<file path="src/rtl/pipeline_scoreboard.sv">
// pipeline_scoreboard: ID-stage hazard detection with a register scoreboard for a multi-cycle unit
module pipeline_scoreboard #(
    parameter int MUL_LAT = 4
) (
    input  logic        clk,
    input  logic        rst,
    input  logic        id_valid,
    input  logic [3:0]  id_rs,
    input  logic [3:0]  id_rt,
    input  logic        id_uses_rs,
    input  logic        id_uses_rt,
    input  logic [3:0]  id_rd,
    input  logic        id_multicycle,
    input  logic        idex_memread,
    input  logic [3:0]  idex_rt,
    input  logic        branch_taken,
    output logic        pc_write,
    output logic        ifid_write,
    output logic        ifid_flush,
    output logic        idex_bubble,
    output logic        mul_busy,
    output logic        mul_done,
    output logic [3:0]  mul_rd,
    output logic [15:0] pending
);
    typedef enum logic {IDLE, BUSY} state_t;

    localparam logic [2:0] CNT_LOAD = 3'(MUL_LAT - 1);

    state_t      state, state_nx;
    logic [2:0]  cnt, cnt_nx;
    logic [3:0]  mul_rd_nx;
    logic [15:0] pending_nx;
    logic        load_use, sb_raw, sb_waw, struct_hz, stall, issue;

    assign load_use  = idex_memread & ((id_uses_rs & (idex_rt == id_rs)) | (id_uses_rt & (idex_rt == id_rt)));
    assign sb_raw    = (id_uses_rs & pending[id_rs]) | (id_uses_rt & pending[id_rt]);
    assign sb_waw    = pending[id_rd];
    assign mul_busy  = (state == BUSY);
    assign mul_done  = mul_busy & (cnt == 3'd0);
    assign struct_hz = id_multicycle & mul_busy & ~mul_done;
    assign stall     = id_valid & (load_use | sb_raw | sb_waw | struct_hz);
    assign issue     = id_valid & id_multicycle & ~stall & ~branch_taken;

    assign ifid_flush  = branch_taken;
    assign idex_bubble = branch_taken | stall;
    assign pc_write    = branch_taken | ~stall;
    assign ifid_write  = branch_taken | ~stall;

    // Multi-cycle unit sequencing: an issue (re)loads the countdown, done returns to idle
    always_comb begin
        state_nx  = state;
        cnt_nx    = cnt;
        mul_rd_nx = mul_rd;
        if (issue) begin
            state_nx  = BUSY;
            cnt_nx    = CNT_LOAD;
            mul_rd_nx = id_rd;
        end else if (mul_done) begin
            state_nx = IDLE;
        end else if (mul_busy) begin
            cnt_nx = cnt - 3'd1;
        end
    end

    // Scoreboard: retire the finishing destination, then mark the newly issued one so set wins
    always_comb begin
        pending_nx = pending & ~(mul_done ? 16'(1) << mul_rd : 16'h0000);
        pending_nx = pending_nx | (issue ? 16'(1) << id_rd : 16'h0000);
    end

    // State, counter, destination and scoreboard registers; reset abandons any operation
    always_ff @(posedge clk or posedge rst) begin
        if (rst) begin
            state   <= IDLE;
            cnt     <= 3'd0;
            mul_rd  <= 4'd0;
            pending <= 16'h0000;
        end else begin
            state   <= state_nx;
            cnt     <= cnt_nx;
            mul_rd  <= mul_rd_nx;
            pending <= pending_nx;
        end
    end
endmodule
</file>
<file path="config.mk">
export PLATFORM = sky130hd
export DESIGN_NAME = pipeline_scoreboard
export DESIGN_NICKNAME = d
export VERILOG_FILES = /design/src/rtl/pipeline_scoreboard.sv
export SDC_FILE = /design/constraint.sdc
export NUM_CORES = 1
export LEC_CHECK = 0
export ABC_AREA = 1
export CORE_MARGIN = 2
export CORE_UTILIZATION = 30
export CTS_CLUSTER_SIZE = 40
export DETAILED_ROUTE_END_ITERATION = 7
export PLACE_DENSITY = 0.64
export SETUP_SLACK_MARGIN = 0.1
export SLEW_MARGIN = 30
export SYNTH_ARGS = -nofsm -noshare
export SYNTH_HDL_FRONTEND = slang
export SYNTH_SLANG_ARGS = --single-unit
</file>
<file path="constraint.sdc">
create_clock -name clk -period 2.1 [get_ports clk]
set_input_delay 0.315 -clock clk [delete_from_list [all_inputs] [get_ports clk]]
set_output_delay 0.315 -clock clk [all_outputs]
set_load 0.02 [all_outputs]
</file>
==> results.toml, run 1 <==
[timing]
period_share = 0.948
worstMarginPinSlew_ns = 0.333
slew_viol_final = 0
slew_headroom = 0.778
fmax_mhz = 502
final.setup_skew_ns = 0.00571
timing_hold_violations_final = 0
period_minus_slack_ns = 1.99
hold_slack_ns = 0.369
setup_viol = 0
rsz0062_at_grt = "true"

[pwr]
p_int_uw = 1760
swShare = 0.404
power.switching_uw = 1190
total_power_uw = 2940
ir_drop_mv = 0.646
pwr-share-clk = 0.140
power_frac_comb = 0.585
cellPowerDensity_nw_per_um2 = 953
leakagePower_uw = 0.00156
pwr-share-seq = 0.275

[floorplanning]
coreArea_um2 = 6390
die_h_um = 85.6
dieArea_um2 = 7330
ioPinCount = 50
initial_core_util = 0.313
row_count = 29
chipWidth_um = 85.6

[critical_path]
crit_slowest_cell = "dfrtp_1"
setup.worst_path.class = "reg -> out"
critPathRequiredTime_ns = 1.78
cp-start-kind = "flip-flop"
path_max_fanout = 3
end_kind = "output pin"
startpoint = "pending[14]"
r2r_setup_slack_ns = 0.21
reg2reg_from = "cnt[0]"
r2r_cells = 15
cp_cell_sequence = "inv_1 -> nor2_1 -> nor2_1 -> nand3_1 -> nand3_1 -> nand2_2 -> nor2_4 -> nand3_4 -> nand2_4 -> nand2_2 -> buf_6"
r2r_end = "cnt[2]"
cp_data_arrival_time_ns = 1.68
max_stage_delay_ns = 0.40
worstSetupEndpoint = "idex_bubble"

[layout]
fin_nets = 450
drive_gt1_frac = 0.255
fin_util = 0.484
areaGrowthSynthToFinish_pct = 54.5
n_antenna_cell = 0
final_cells = 500

[clock_tree]
clock-root-buffer = "clkbuf_8"
cts-buffers-inserted = 3
h-tree-depth = 1
ctsHoldBuffers = 0
insertion_delay_ns = 0.27
cts_sinks = 24
clockBufferDepth = 2
clkTransAtPathRegs_ns = 0.09
cts_tree = "built"

[route]
num_vias = 2466
wirelength_um = 6650
first_pass_iters = 4
routedWlPerCell_um = 13.3
postRouteAntennaNets = 0
avgViaCountPerCell = 4.93
wl_met2_um = 3120
highest_layer = "met4"
drcViolationCount = 0
wl_met1_um = 3130
drt_iter0_drc = 84
met3WireLength_um = 294

[logic_synthesis]
synth_top_area_cell = "dfrtp_1"
synth_most_common_cell = "nand2_1"
netlist_top_cells_count = "nand2_1 (100), inv_1 (42), nor2_1 (38)"
synthArstFlopShare = 1.00
synth_nets = 348
yosys_warnings = 0
synthDistinctLibCells = 25
synth_edf_count = 0
yosys_register_bits = 24
synth_ff_type = "dfrtp_1"
syn_avg_cell_area_um2 = 6.21
syn_inst = 322
synth_top_cell_area_share = 0.300
netlist_area_um2 = 2000
synth_area_leaders = "dfrtp_1 (30%), nand2_1 (19%), nand3_1 (9.0%), inv_1 (7.9%), nor2_1 (7.1%)"
yosysSeqAreaShare = 0.300

[global_routing]
grt_overflow_total = 0
grt_pass1_wl_um = 10800
grt_pass1_vias = 2351
grt.total_usage = 0.180
grt_max_degree = 25
antenna_found_initial = 0

[run]
maxCapViolCount = 0

[run_status]
status = "complete, no violations"

[place]
place_congestion = 0.905
io_buffers = 49
dp_cells = 482
dp_hpwl_um = 5020

[worst_hold_path]
min_path_type = "in -> reg"
==> final cells by class <==
cell class	count	area [um2]
clock buffer	3	41.3
sequential	24	601
timing repair buffer	111	961
fill	657	3300
tap	77	96.3
clock inverter	1	30.0
inverter	46	173
multi-input combinational	238	1190
==> worst max-delay path: cells and delay by family (launching register included) <==
family	cells	cell delay (ns)
buffers and inverters	2	0.25
flip-flops	1	0.40
AND/OR/NAND/NOR	9	0.76
==> layer usage <==
metal	vias to the layer above	track usage
li1	1236	-
met1	1153	0.247
met2	69	0.298
met3	8	0.0164
met4	0	0.0606
met5	-	0
==> placed cells by master, fill, tap and decap left out, types with 2 or more instances in the layout <==
cell type	instances
clkbuf_8	3
clkdlybuf4s50_1	29
dlygate4sd2_1	11
o211ai_1	7
nand2_2	9
clkbuf_2	2
a21oi_1	2
nand3_4	2
inv_2	16
buf_4	58
dfrtp_1	24
nand4_1	20
nand2_1	93
dlymetal6s2s_1	2
xnor2_1	2
ha_4	2
nand3_1	35
o21ai_0	20
nand2_4	2
o21ai_1	2
buf_6	6
inv_1	29
nor2_4	2
nor2_1	37
==> flip-flops by register name, indices dropped and copies added (netlist names) <==
| signal | cells |
|---|---|
| mul_busy | 1 |
| pending | 16 |
| cnt | 3 |
| mul_rd | 4 |
==> stage by stage <==
stage	worst slack, ns	instance area, um2	setup TNS (ns)
final	0.110	3090	0
after global routing	0.0316	3090	0
after CTS	0.0861	3000	0
after detailed placement	-0.645	2840	-6.72
after global placement	-0.636	2840	-6.27
after floorplan	0.144	2000	0
==> kinds of logic (layout without fill, tap and decap cells) <==
group / count (synthesis) / count (layout) / share of synthesized area
buffers and inverters: 60 / 161 / 0.140
adder cells (fa/ha/maj): 2 / 2 / 0.0125
AND/OR/NAND/NOR: 203 / 203 / 0.452
flip-flops: 24 / 24 / 0.300
AO/OA/AOI/OAI: 31 / 31 / 0.0864
XOR/XNOR: 2 / 2 / 0.00876
==> worst min-delay path by stage <==
stage | start | cells past startpoint | endpoint
3_5_place_dp | cnt[1] | 2 | cnt[1]
4_1_cts | rst | 3 | mul_rd[1]
6_report | id_rd[1] | 3 | mul_rd[1]
3_3_place_gp | cnt[1] | 2 | cnt[1]
2_1_floorplan | rst | 1 | cnt[0]
5_1_grt | id_rd[1] | 3 | mul_rd[1]
==> power by group through the flow <==
stage / sequential, uW / combinational, uW / clock [uW]
3_5_place_dp: 808 / 1480 / 0
4_1_cts: 804 / 1630 / 421
6_report: 810 / 1720 / 411
5_1_grt: 830 / 1880 / 442
3_3_place_gp: 804 / 1460 / 0
2_1_floorplan: 946 / 569 / 0
==> what timing repair did <==
| action | in CTS | in global routing |
|---|---|---|
| pin swaps | 10 | 6 |
| setup buffers | 7 | 6 |
| gates cloned | 1 | 0 |
| resized for setup | 52 | 27 |
| endpoints found under the setup margin | 15 | 27 |
(Power assumes the default switching activity.)
==> run 2: changes to the inputs <==
Settings changed: HOLD_SLACK_MARGIN set to 0.06.
==> results of run 2 <==
The final DEF is identical to that of run 1; final timing and power are the same.
